File: config.mk
export PLATFORM = sky130hd
export DESIGN_NAME = ex_muldiv
export DESIGN_NICKNAME = d
export VERILOG_FILES = /design/src/rtl/muldiv_pkg.sv /design/src/rtl/muldiv_step.sv /design/src/rtl/ex_muldiv.sv
export SDC_FILE = /design/constraint.sdc
export NUM_CORES = 1
export LEC_CHECK = 0
export CAP_MARGIN = 40
export CELL_PAD_IN_SITES_DETAIL_PLACEMENT = 1
export CELL_PAD_IN_SITES_GLOBAL_PLACEMENT = 2
export CORE_MARGIN = 2
export CORE_UTILIZATION = 31
export CTS_CLUSTER_SIZE = 16
export DETAILED_ROUTE_END_ITERATION = 6
export GPL_TIMING_DRIVEN = 0
export PLACE_DENSITY = 0.76
export SLEW_MARGIN = 20
export SYNTH_ARGS = -nofsm -noshare
export SYNTH_HDL_FRONTEND = slang
export SYNTH_SLANG_ARGS = --single-unit
File: constraint.sdc
create_clock -name clk -period 3.21 [get_ports clk]
set_clock_uncertainty 0.1 [all_clocks]
set_input_delay 0.642 -clock clk [delete_from_list [all_inputs] [get_ports clk]]
set_output_delay 0.642 -clock clk [all_outputs]
set_load 0.005 [all_outputs]
File: src/rtl/muldiv_pkg.sv
// Shared definitions for the iterative multiply/divide unit.
// Latency: n/a (types, constants and a width helper only).
// Backpressure: n/a.
//
// Contents: op codes, FSM state encoding, step-datapath mode, counter width.
package muldiv_pkg;

  localparam logic [2:0] OP_MULT  = 3'd0;
  localparam logic [2:0] OP_MULTU = 3'd1;
  localparam logic [2:0] OP_DIV   = 3'd2;
  localparam logic [2:0] OP_DIVU  = 3'd3;
  localparam logic [2:0] OP_MTHI  = 3'd4;
  localparam logic [2:0] OP_MTLO  = 3'd5;

  typedef enum logic [1:0] {
    ST_IDLE = 2'd0,
    ST_CALC = 2'd1,
    ST_FIX  = 2'd2,
    ST_DONE = 2'd3
  } state_t;

  typedef enum logic {
    MODE_MUL = 1'b0,
    MODE_DIV = 1'b1
  } step_mode_t;

  // Iteration counter width: wide enough to hold WIDTH.
  function automatic int cnt_width(input int width);
    return $clog2(width + 1);
  endfunction

endpackage

File: src/rtl/muldiv_step.sv
// One iteration of the multiply/divide datapath (shift-add or restoring step).
// Latency: purely combinational.
// Backpressure: none; the caller decides when to register the outputs.
//
// Ports:
//   mode    MODE_MUL: acc_hi += acc_lo[0] ? opnd : 0, then {acc_hi,acc_lo} >>= 1
//           MODE_DIV: shift {acc_hi,acc_lo} left, trial-subtract opnd from the
//                     upper half, shift the quotient bit into acc_lo
//   acc_hi  upper accumulator half (product high / partial remainder)
//   acc_lo  lower accumulator half (multiplier / dividend -> quotient)
//   opnd    multiplicand or divisor magnitude
//   nxt_hi, nxt_lo  accumulator after the step
module muldiv_step
  import muldiv_pkg::*;
#(
  parameter int WIDTH = 32
) (
  input  step_mode_t       mode,
  input  logic [WIDTH-1:0] acc_hi,
  input  logic [WIDTH-1:0] acc_lo,
  input  logic [WIDTH-1:0] opnd,
  output logic [WIDTH-1:0] nxt_hi,
  output logic [WIDTH-1:0] nxt_lo
);

  logic [WIDTH:0]   sum;
  logic [WIDTH:0]   shifted;
  logic [WIDTH-1:0] diff;
  logic             borrow;

  always_comb begin
    // Multiply: add, keep the carry, shift the whole accumulator right.
    sum = {1'b0, acc_hi} + (acc_lo[0] ? {1'b0, opnd} : {(WIDTH+1){1'b0}});

    // Divide: the shifted partial remainder needs WIDTH+1 bits. When the
    // subtraction succeeds the difference is below the divisor, so the low
    // WIDTH bits hold it exactly.
    shifted = {acc_hi, acc_lo[WIDTH-1]};
    borrow  = shifted < {1'b0, opnd};
    diff    = shifted[WIDTH-1:0] - opnd;

    nxt_hi = acc_hi;
    nxt_lo = acc_lo;
    if (mode == MODE_MUL) begin
      nxt_hi = sum[WIDTH:1];
      nxt_lo = {sum[0], acc_lo[WIDTH-1:1]};
    end else begin
      nxt_hi = borrow ? shifted[WIDTH-1:0] : diff;
      nxt_lo = {acc_lo[WIDTH-2:0], ~borrow};
    end
  end

endmodule

File: src/rtl/ex_muldiv.sv
// Iterative MULT/MULTU/DIV/DIVU unit owning HI/LO; MTHI/MTLO write directly.
// Latency: mul/div result and done at WIDTH+1 edges after acceptance; MTHI/MTLO 1 edge.
// Backpressure: busy high in CALC/FIX; start ignored (not queued) unless IDLE/DONE.
//
// Ports: clk, rst (sync, active high), start, op[2:0], op_a, op_b,
//        busy, done (1-cycle pulse), hi, lo.
// Build option: MULDIV_SIGNED_EN enables signed MULT/DIV; without it MULT and
// DIV behave as MULTU and DIVU with unchanged latency.
module ex_muldiv
  import muldiv_pkg::*;
#(
  parameter int WIDTH = 32
) (
  input  logic             clk,
  input  logic             rst,
  input  logic             start,
  input  logic [2:0]       op,
  input  logic [WIDTH-1:0] op_a,
  input  logic [WIDTH-1:0] op_b,
  output logic             busy,
  output logic             done,
  output logic [WIDTH-1:0] hi,
  output logic [WIDTH-1:0] lo
);

  localparam int             CW   = cnt_width(WIDTH);
  localparam logic [CW-1:0]  LAST = CW'(WIDTH - 1);

  state_t           state_q, state_d;
  logic [CW-1:0]    cnt_q;
  logic             is_div_q, div0_q;
  logic [WIDTH-1:0] a_raw_q, opnd_q, acc_hi_q, acc_lo_q;
  logic [WIDTH-1:0] hi_q, lo_q;

  logic             ready, load, step_en, fix_en, mt_wr;
  logic [WIDTH-1:0] a_mag, b_mag;
  logic [WIDTH-1:0] nxt_hi, nxt_lo;
  logic [2*WIDTH-1:0] prod;
  logic [WIDTH-1:0] quo, rem, res_hi, res_lo;

`ifdef MULDIV_SIGNED_EN
  logic signed_op, a_neg, b_neg;
  logic neg_res_q, neg_rem_q;
`endif

  assign ready = (state_q == ST_IDLE) || (state_q == ST_DONE);
  assign mt_wr = ready && start && ((op == OP_MTHI) || (op == OP_MTLO));

  // ---------------- FSM ----------------
  always_ff @(posedge clk) begin
    if (rst) state_q <= ST_IDLE;
    else     state_q <= state_d;
  end

  always_comb begin
    state_d = state_q;
    busy    = 1'b0;
    done    = 1'b0;
    load    = 1'b0;
    step_en = 1'b0;
    fix_en  = 1'b0;
    case (state_q)
      ST_IDLE: begin
        // op[2]==0 selects the four mul/div codes.
        if (start && !op[2]) begin
          state_d = ST_CALC;
          load    = 1'b1;
        end
      end
      ST_CALC: begin
        busy    = 1'b1;
        step_en = 1'b1;
        if (cnt_q == LAST) state_d = ST_FIX;
      end
      ST_FIX: begin
        busy    = 1'b1;
        fix_en  = 1'b1;
        state_d = ST_DONE;
      end
      ST_DONE: begin
        done = 1'b1;
        if (start && !op[2]) begin
          state_d = ST_CALC;
          load    = 1'b1;
        end else begin
          state_d = ST_IDLE;
        end
      end
      default: state_d = ST_IDLE;
    endcase
  end

  // ---------------- operand magnitudes ----------------
  always_comb begin
    a_mag = op_a;
    b_mag = op_b;
`ifdef MULDIV_SIGNED_EN
    signed_op = (op == OP_MULT) || (op == OP_DIV);
    a_neg     = signed_op && op_a[WIDTH-1];
    b_neg     = signed_op && op_b[WIDTH-1];
    if (a_neg) a_mag = -op_a;
    if (b_neg) b_mag = -op_b;
`endif
  end

  // ---------------- iteration step ----------------
  muldiv_step #(.WIDTH(WIDTH)) u_step (
    .mode   (is_div_q ? MODE_DIV : MODE_MUL),
    .acc_hi (acc_hi_q),
    .acc_lo (acc_lo_q),
    .opnd   (opnd_q),
    .nxt_hi (nxt_hi),
    .nxt_lo (nxt_lo)
  );

  // ---------------- result correction ----------------
  always_comb begin
    prod = {acc_hi_q, acc_lo_q};
    quo  = acc_lo_q;
    rem  = acc_hi_q;
`ifdef MULDIV_SIGNED_EN
    if (neg_res_q) begin
      prod = -prod;
      quo  = -quo;
    end
    // Remainder follows the dividend's sign.
    if (neg_rem_q) rem = -rem;
`endif
    res_hi = prod[2*WIDTH-1:WIDTH];
    res_lo = prod[WIDTH-1:0];
    if (is_div_q) begin
      if (div0_q) begin
        res_hi = a_raw_q;
        res_lo = '1;
      end else begin
        res_hi = rem;
        res_lo = quo;
      end
    end
  end

  // ---------------- datapath registers ----------------
  always_ff @(posedge clk) begin
    if (rst) begin
      cnt_q     <= '0;
      is_div_q  <= 1'b0;
      div0_q    <= 1'b0;
      a_raw_q   <= '0;
      opnd_q    <= '0;
      acc_hi_q  <= '0;
      acc_lo_q  <= '0;
      hi_q      <= '0;
      lo_q      <= '0;
`ifdef MULDIV_SIGNED_EN
      neg_res_q <= 1'b0;
      neg_rem_q <= 1'b0;
`endif
    end else begin
      if (load) begin
        cnt_q     <= '0;
        is_div_q  <= op[1];
        div0_q    <= op[1] && (op_b == '0);
        a_raw_q   <= op_a;
        // Multiply adds op_a while shifting out op_b; divide shifts op_a
        // (dividend) through against op_b (divisor).
        opnd_q    <= op[1] ? b_mag : a_mag;
        acc_hi_q  <= '0;
        acc_lo_q  <= op[1] ? a_mag : b_mag;
`ifdef MULDIV_SIGNED_EN
        neg_res_q <= a_neg ^ b_neg;
        neg_rem_q <= a_neg;
`endif
      end else if (step_en) begin
        cnt_q    <= cnt_q + CW'(1);
        acc_hi_q <= nxt_hi;
        acc_lo_q <= nxt_lo;
      end

      if (fix_en) begin
        hi_q <= res_hi;
        lo_q <= res_lo;
      end else if (mt_wr) begin
        if (op == OP_MTHI) hi_q <= op_a;
        else               lo_q <= op_a;
      end
    end
  end

  assign hi = hi_q;
  assign lo = lo_q;

endmodule

[Word-level counts from Yosys, hierarchy flattened]
Index checks and enable logic that the tools add are counted.
Word-level totals
  register bits after elaboration: 202
  bits of input ports: 70
  output and inout bits: 66
  logic and storage cells: 71
Operators by class
  add/sub/neg operators: 3
  order comparisons: 1
  eq/ne operators: 9
  muxes and demuxes: 29
  bitwise operators: 1
  reductions and logical operators: 18
Operators by type and width (number)
  2-to-1 mux 32 bit: 18
  adder 32 x 33 -> 33 bit: 1
  < comparator 33 x 32 -> 1 bit: 1
  logical NOT 32 bit: 1
  subtractor 32 bit: 1
  2-to-1 mux 1 bit: 8
  case mux 2 bit (4 select lines): 1
  adder 6 x 1 -> 6 bit, second input constant: 1
  equality test 3 bit, second input constant: 2
  equality test 6 x 5 -> 1 bit, second input constant: 1
  AND reduction 2 bit: 3
  nonzero test 2 bit: 3
  OR reduction 2 bit: 3
  equality test 2 bit, second input constant: 2
  logical AND 1 bit: 4
  2-to-1 mux 2 bit: 2
  != test 2 bit, second input constant: 2
  equality test 2 x 1 -> 1 bit, second input constant: 1
  logical NOT 2 bit: 1
  logical OR 1 bit: 2
  != test 2 x 1 -> 1 bit, second input constant: 1
  logical NOT 1 bit: 1
  NOT 1 bit: 1

[Longest topological paths before layout]
Gate-level depths: netlist (run 1).
  depth in word-level cells: 6
  gate-level depth with buffers: 15

[By module]
Synthesis (run 1) repeated with hierarchy kept, for this count alone.
Second synthesis, totals
  cell total of the unflattened synthesis: 1687
  area, all modules: 13611.8 um^2
Modules (own cells, without submodules)
  ex_muldiv: instances 1, cells an instance 1034, area each 9151.3 um^2
  muldiv_step: instances 1, cells an instance 653, area each 4460.5 um^2

[Least setup slack after synthesis (run 1)]
Ideal clock, no wire load.
  kind: reg-to-reg
  from: register acc_lo_q[0]
  to: register acc_hi_q[27]
  setup time: 0.112 ns
  arrival time: 2.923 ns
  slack: 0.075 ns
  cell stages (with the launch flop): 13
  buffers on the path: 0
  cell sequence: dfxtp_1 > and2_1 > ha_1 > fa_1 > a21o_1 > a21boi_1 > o21ai_1 > a22o_1 > a2111oi_0 > o21ai_1 > a21oi_1 > xor2_1 > a2111oi_1
Between the ends
  longest elaborated chain between the ends: 3
RTL lines
  start, declared: line ex_muldiv.sv:32  | logic [WIDTH-1:0] a_raw_q, opnd_q, acc_hi_q, acc_lo_q;
  start signal, assigned: line ex_muldiv.sv:168  | acc_lo_q <= op[1] ? a_mag : b_mag;
  start signal, assigned: line ex_muldiv.sv:176  | acc_lo_q <= nxt_lo;
  2-to-1 mux 32 bit: line muldiv_step.sv:33  | sum = {1'b0, acc_hi} + (acc_lo[0] ? {1'b0, opnd} : {(WIDTH+1){1'b0}});
  adder 32 x 33 -> 33 bit: line muldiv_step.sv:33
  2-to-1 mux 32 bit: line muldiv_step.sv:44  | if (mode == MODE_MUL) begin
  end signal, assigned: line ex_muldiv.sv:175  | acc_hi_q <= nxt_hi;
  end, declared: line ex_muldiv.sv:32
No other way between the ends.
A chain may end at the register's enable or synchronous reset.

[Worst setup path after layout (run 1)]
  from: register opnd_q[1]
  to: register acc_hi_q[23]
Between the ends
  longest elaborated chain between the ends: 3
RTL lines
  start, declared: line ex_muldiv.sv:32
  start signal, assigned: line ex_muldiv.sv:166  | opnd_q <= op[1] ? b_mag : a_mag;
  2-to-1 mux 32 bit (tied with other cells): line muldiv_step.sv:33
  adder 32 x 33 -> 33 bit or 2-to-1 mux 32 bit (tied branches): line muldiv_step.sv:33, muldiv_step.sv:48
  2-to-1 mux 32 bit (*): line muldiv_step.sv:44
Every way passes the cells marked *; elsewhere a longest branch is shown, timed or not.

==> impl_metrics.csv, run 1 <==
group,metric,value,unit
drt,dr.first_iter.drc_count,779,
finish,syn2layout_area_growth,28.5,%
synthesis,seq_area_frac_synth,0.299,
power_and_ir_drop,netSwitchingPower,6.03,mW
finish,stdcell_count,2548,
floorplanning,die_h,213,um
floorplanning,core_area,43100,um^2
floorplanning,initial_core_util,0.314,
placement,placed_area,15600,um^2
power_and_ir_drop,p_int,7.90,mW
sta,slew_headroom,0.407,
power_and_ir_drop,clkPwrFrac,0.216,
placement,io_buffers,135,
grt,antenna_found_initial,0,
power_and_ir_drop,power_density,802,nW/um^2
synthesis,ys_top_cells_by_area,"dfxtp_1, a211oi_1, mux2i_1, ha_1, nand2_1",
critical_path,critPathRequiredTime,3.54,ns
sta,clock.fmax,307,MHz
sta,period_minus_slack,3.25,ns
finish,nets,2087,
sta,setup_slack,-0.0436,ns
critical_path,critPathMaxFanout,7,
finish,seq_area,4080,um^2
floorplanning,io_pins,136,
sta,final.period_utilization,1.01,
synthesis,synth_top_area_cell,"dfxtp_1",
drt,ant_nets,0,
placement,hpwlAfterDp,46500,um
power_and_ir_drop,netSwitchingFraction,0.433,
grt,grt_max_degree,14,
grt,grt_use_total,0.264,
critical_path,setup.worst_path.start_class,"flip-flop",
status,run_status,"complete, but fails checks",
critical_path,cpPeakStageDelay,0.54,ns
critical_path,crit_path_top_delay_cell,"a2111o_1",
floorplanning,fp.dieW,213,um
drt,dr.pass1.iters,5,
synthesis,synth_edf_count,0,
synthesis,yosys_most_used_dff,"dfxtp_1",
critical_path,crit_type,"reg2reg",
finish,layout_commonest_cell,"nand2_1",
synthesis,syn_inst,1758,
power_and_ir_drop,combPwrFrac,0.530,
grt,first_global_vias,14772,
synthesis,synth_cell_types,71,
clock_tree,htree_levels,1,
sta,final_max_slew_viol_count,0,
sta,rsz0062_at_grt,"true",
floorplanning,dieArea,45300,um^2
synthesis,syn_nets,1900,
placement,place_inst,2481,
power_and_ir_drop,ir_worst_vdd,462,uV
sta,finalHoldViolations,0,
clock_tree,cts_tree,"yes",
clock_tree,numCtsBuffers,25,
drt,drc,0,
synthesis,ys_async_sr_fraction,0,
power_and_ir_drop,cellLeakagePower,6.47,nW
floorplanning,row_count,76,
grt,grt_pass1_wl,91500,um
synthesis,synth.avg_cell_area,7.69,um^2
clock_tree,clock-sinks,202,
worst_hold_path,min_path_type,"reg2reg",
finish,multiInputGateArea,9290,um^2
drt,via_per_inst,5.51,
synthesis,netlist.area_leader.share,0.299,
finish,layout_common_cells,"nand2_1, nor2_1, dfxtp_1",
clock_tree,clk_pin_slew,0.06,ns
power_and_ir_drop,pwr-share-seq,0.253,
synthesis,ys_warn_count,0,
clock_tree,cts_buffer_depth,3,
sta,setup_viol,4,
finish,drive_gt1_frac,0.106,
placement,routabilityCongestion,0.904,
clock_tree,cts_root_buffer,"clkbuf_16",
power_and_ir_drop,power,13.9,mW
synthesis,ys_seq_elements,202,
critical_path,end_kind,"flip-flop",
flow_run,max_cap_viol_count,0,
finish,nFillCells,5126,
status,violations,"setup timing",
clock_tree,clk_latency,0.55,ns
drt,routedWlPerCell,23.4,um
critical_path,worstPathArrival,3.58,ns
synthesis,syn_area,13500,um^2
sta,tightest_slew,0.890,ns
grt,grt_overflow,0,
drt,vias,14032,
drt,wirelength,59700,um
critical_path,path_cells,"inv_4 -> ha_4 -> nor2b_4 -> o31ai_4 -> a21oi_4 -> a2111o_1 -> a41o_4 -> a21oi_4 -> buf_12 -> buf_12 -> mux2i_1 -> nor2_1 -> a221o_1",
finish,fin_area,17400,um^2
finish,diodes,0,
==> worst max-delay path, delay by kind of cell (launching register included) <==
family / cells / cell delay, ns
flip-flops: 1 / 0.36
AND/OR/NAND/NOR: 2 / 0.18
AO/OA/AOI/OAI: 6 / 1.74
adder cells (fa/ha/maj): 1 / 0.20
buffers and inverters: 3 / 0.35
multiplexers: 1 / 0.18
==> synth_stat cells, drive strengths merged, types with 3 or more instances <==
library cell  instances
ha                   70
a211oi              164
o211ai               28
dfxtp               202
nand2b               12
nand3                19
o311ai                3
xnor2                29
o21a                  6
a31o                  3
a311oi               33
nand2               220
nor2                214
o22ai                 3
a21oi               159
nor2b                10
o21bai                8
inv                  52
nor4                 10
mux2i               105
xor2                 25
a21boi                4
clkbuf              110
buf                  19
or3                   5
a211o                 4
a31oi                14
a21o                 23
o31ai                 7
o21ai                60
nor3                  9
and2                 41
and3                 39
nand4                10
==> worst paths after layout <==
kind / depth (start not counted) / end / start / slack (ns)
hold / removal: 2 / a_raw_q[4] / a_raw_q[4] / 0.36
setup reg to reg: 13 / acc_hi_q[23] / opnd_q[1] / -0.04
setup / recovery: 13 / acc_hi_q[23] / opnd_q[1] / -0.04
hold reg to reg: 2 / a_raw_q[4] / a_raw_q[4] / 0.36
==> routing by layer <==
metal | vias to the layer above | track usage | share of wire
li1 | 6741 | - | -
met1 | 6947 | 0.364 | 0.47
met2 | 286 | 0.448 | 0.47
met3 | 58 | 0.0222 | 0.037
met4 | 0 | 0.0579 | 0.018
met5 | - | 0 | 0
==> stage by stage <==
step	setup slack, ns	hold WS, ns	util	setup TNS [ns]
floorplan	0.0746	0.337	-	0
finish	-0.0436	0.357	0.403	-0.133
global placement	-1.19	0.342	0.362	-87.38
CTS	-0.0378	0.359	0.395	-0.141
global route	-0.121	0.371	0.403	-0.864
detailed placement	-1.24	0.350	0.363	-38.79
==> registers in the layout (all words and copies together) (netlist names) <==
name      count
a_raw_q      32
acc_hi_q     32
acc_lo_q     32
hi           32
lo           32
opnd_q       32
cnt_q         6
state_q       2
div0_q        1
is_div_q      1
==> logic make-up after synthesis <==
group	share of synthesized area
AO/OA/AOI/OAI	0.273
buffers and inverters	0.0523
XOR/XNOR	0.0350
multiplexers	0.0786
flip-flops	0.299
adder cells (fa/ha/maj)	0.0678
AND/OR/NAND/NOR	0.194
==> timing repair <==
| action | 4_1_cts | 5_1_grt |
|---|---|---|
| buffers inserted | 24 | 6 |
| pin swaps | 36 | 43 |
| setup endpoints to repair | 39 | 69 |
| gates cloned | 0 | 1 |
| hold buffers | 0 | 0 |
| gates resized for setup | 102 | 67 |
==> final cells by class <==
class | instances | share of cell area
Inverter | 52 | 0.0115
Timing Repair Buffer | 171 | 0.0964
Buffer | 118 | 0.0308
Clock buffer | 36 | 0.0424
Tap cell | 585 | 0.0421
Clock inverter | 9 | 0.00713
Multi-Input combinational cell | 1375 | 0.535
Sequential cell | 202 | 0.235
==> power by group through the flow <==
stage | clock network [mW] | registers [mW] | logic, mW
floorplan | 0 | 3.33 | 3.93
global placement | 0 | 3.54 | 6.09
detailed placement | 0 | 3.55 | 6.18
CTS | 3.06 | 3.51 | 6.84
global route | 3.16 | 3.58 | 7.99
finish | 3.01 | 3.53 | 7.39
No activity file was read; power rests on OpenSTA's default activity.
==> run 2: changes to the inputs <==
- CAP_MARGIN: 40 -> not set
==> impl_metrics.csv, run 2 (synthesis gave the netlist of run 1 again) <==
group,metric,value,unit
finish,layout_commonest_cell,"nor2_1",
sta,fin_setup_tns,-0.0765,ns
power_and_ir_drop,cellLeakagePower,6.47,nW
sta,final.period_utilization,1.01,
clock_tree,cts_buffer_depth,3,
finish,nets,2092,
drt,drc,0,
grt,antenna_found_initial,0,
power_and_ir_drop,power_density,792,nW/um^2
grt,grt_max_degree,14,
floorplanning,row_count,76,
sta,setup_viol,5,
drt,dr.pass1.iters,5,
finish,drive_gt1_frac,0.118,
finish,multiInputGateArea,9440,um^2
grt,grt_pass1_wl,90700,um
sta,finalHoldViolations,0,
drt,vias,14090,
finish,fin_util,0.406,
critical_path,end_kind,"flip-flop",
grt,first_global_vias,14626,
finish,layout_common_cells,"nor2_1, nand2_1, dfxtp_1",
grt,grt_overflow,0,
drt,via_per_inst,5.54,
clock_tree,cts_tree,"yes",
finish,diodes,0,
floorplanning,io_pins,136,
worst_hold_path,min_path_type,"reg2reg",
floorplanning,dieArea,45300,um^2
status,run_status,"complete, but fails checks",
critical_path,crit_type,"reg2reg",
sta,rsz0062_at_grt,"true",
sta,period_minus_slack,3.24,ns
floorplanning,core_area,43100,um^2
clock_tree,cts_root_buffer,"clkbuf_16",
sta,tightest_slew,0.990,ns
sta,clock.fmax,308,MHz
power_and_ir_drop,ir_worst_vdd,367,uV
flow_run,max_cap_viol_count,0,
placement,hpwlAfterDp,46500,um
floorplanning,fp.dieW,213,um
grt,grt_use_total,0.263,
clock_tree,numCtsBuffers,24,
clock_tree,clk_pin_slew,0.06,ns
sta,slew_headroom,0.340,
critical_path,critPathRequiredTime,3.52,ns
finish,nFillCells,5146,
floorplanning,die_h,213,um
critical_path,setup.worst_path.start_class,"flip-flop",
placement,io_buffers,135,
drt,dr.first_iter.drc_count,854,
drt,routedWlPerCell,23.7,um
power_and_ir_drop,power,13.8,mW
sta,final_max_slew_viol_count,0,
status,violations,"setup timing",
critical_path,critPathMaxFanout,5,
drt,wirelength,60400,um
clock_tree,clock-sinks,202,
clock_tree,clk_latency,0.54,ns
sta,setup_slack,-0.0333,ns
drt,ant_nets,0,
clock_tree,htree_levels,1,
finish,seq_area,4090,um^2
placement,routabilityCongestion,0.904,
finish,syn2layout_area_growth,29.3,%
floorplanning,initial_core_util,0.314,
critical_path,worstPathArrival,3.56,ns
run 2: cell count changes in the layout (fill, tap and decap cells not counted), moves of 4 or more:
cell / before / now
and2_1: 40 / 36
and2_4: 1 / 5
buf_4: 30 / 35
clkinv_2: 5 / 1
dfxtp_1: 181 / 175
dfxtp_2: 17 / 21
ha_1: 45 / 41
ha_4: 11 / 17
nand2_1: 214 / 210
run 2: repair_timing:
action / 4_1_cts / 5_1_grt
gates cloned: 1 / 1
gates resized for setup: 122 / 101
pin swaps: 41 / 57
setup buffers: 27 / 17
endpoints found under the setup margin: 107 / 53
hold buffers: 0 / 0
run 2: per-layer routing:
layer  share of wire  global-route usage  vias to the layer above
met4           0.022              0.0651                        0
met5               0                   0                        -
li1                -                   -                     6745
met1            0.47               0.363                     6954
met3           0.036              0.0197                       70
met2            0.47               0.442                      321
run 2: path summary, 6_finish.rpt:
| path | slack (ns) | cells after the start | startpoint | endpoint |
|---|---|---|---|---|
| worst max-delay path | -0.03 | 13 | acc_lo_q[0] | acc_hi_q[29] |
| worst min-delay path | 0.36 | 2 | a_raw_q[27] | a_raw_q[27] |
| worst max register to register | -0.03 | 13 | acc_lo_q[0] | acc_hi_q[29] |
| worst min register to register | 0.36 | 2 | a_raw_q[27] | a_raw_q[27] |
run 2: where the power goes:
group	internal [mW]	total, mW	switching [mW]
Clock	1.53	2.64	1.11
Sequential	3.00	3.54	0.540
Combinational	3.20	7.65	4.45
Total	7.73	13.8	6.10
run 2: worst max-delay path, cell delays in order (launching register included):
cell and delay (ns):
dfxtp_4 0.38, and2_4 0.15, ha_4 0.16, fa_2 0.35
a21o_1 0.24, a21boi_4 0.22, o21ai_4 0.09, a22o_4 0.26
a2111oi_4 0.34, o21ai_2 0.18, a21oi_2 0.24, o21ai_1 0.12
xnor2_1 0.17, a21oi_1 0.08
run 2: area by class of cell:
| cell class | instances | share of cell area |
|---|---|---|
| Tap cell | 585 | 0.0419 |
| Timing Repair Buffer | 180 | 0.102 |
| Clock buffer | 35 | 0.0414 |
| Multi-Input combinational cell | 1375 | 0.540 |
| Clock inverter | 1 | 0.000286 |
| Inverter | 52 | 0.0113 |
| Buffer | 115 | 0.0289 |
| Sequential cell | 202 | 0.234 |
run 2: per-stage QoR:
stage	hold slack, ns	cells	area [um^2]	setup WS, ns
CTS	0.358	2533	17000	-0.0974
finish	0.359	2545	17500	-0.0333
detailed placement	0.349	2478	15600	-1.23
global route	0.374	2545	17500	-0.122
floorplan	0.337	1758	13500	0.0746
global placement	0.342	2478	15600	-1.19
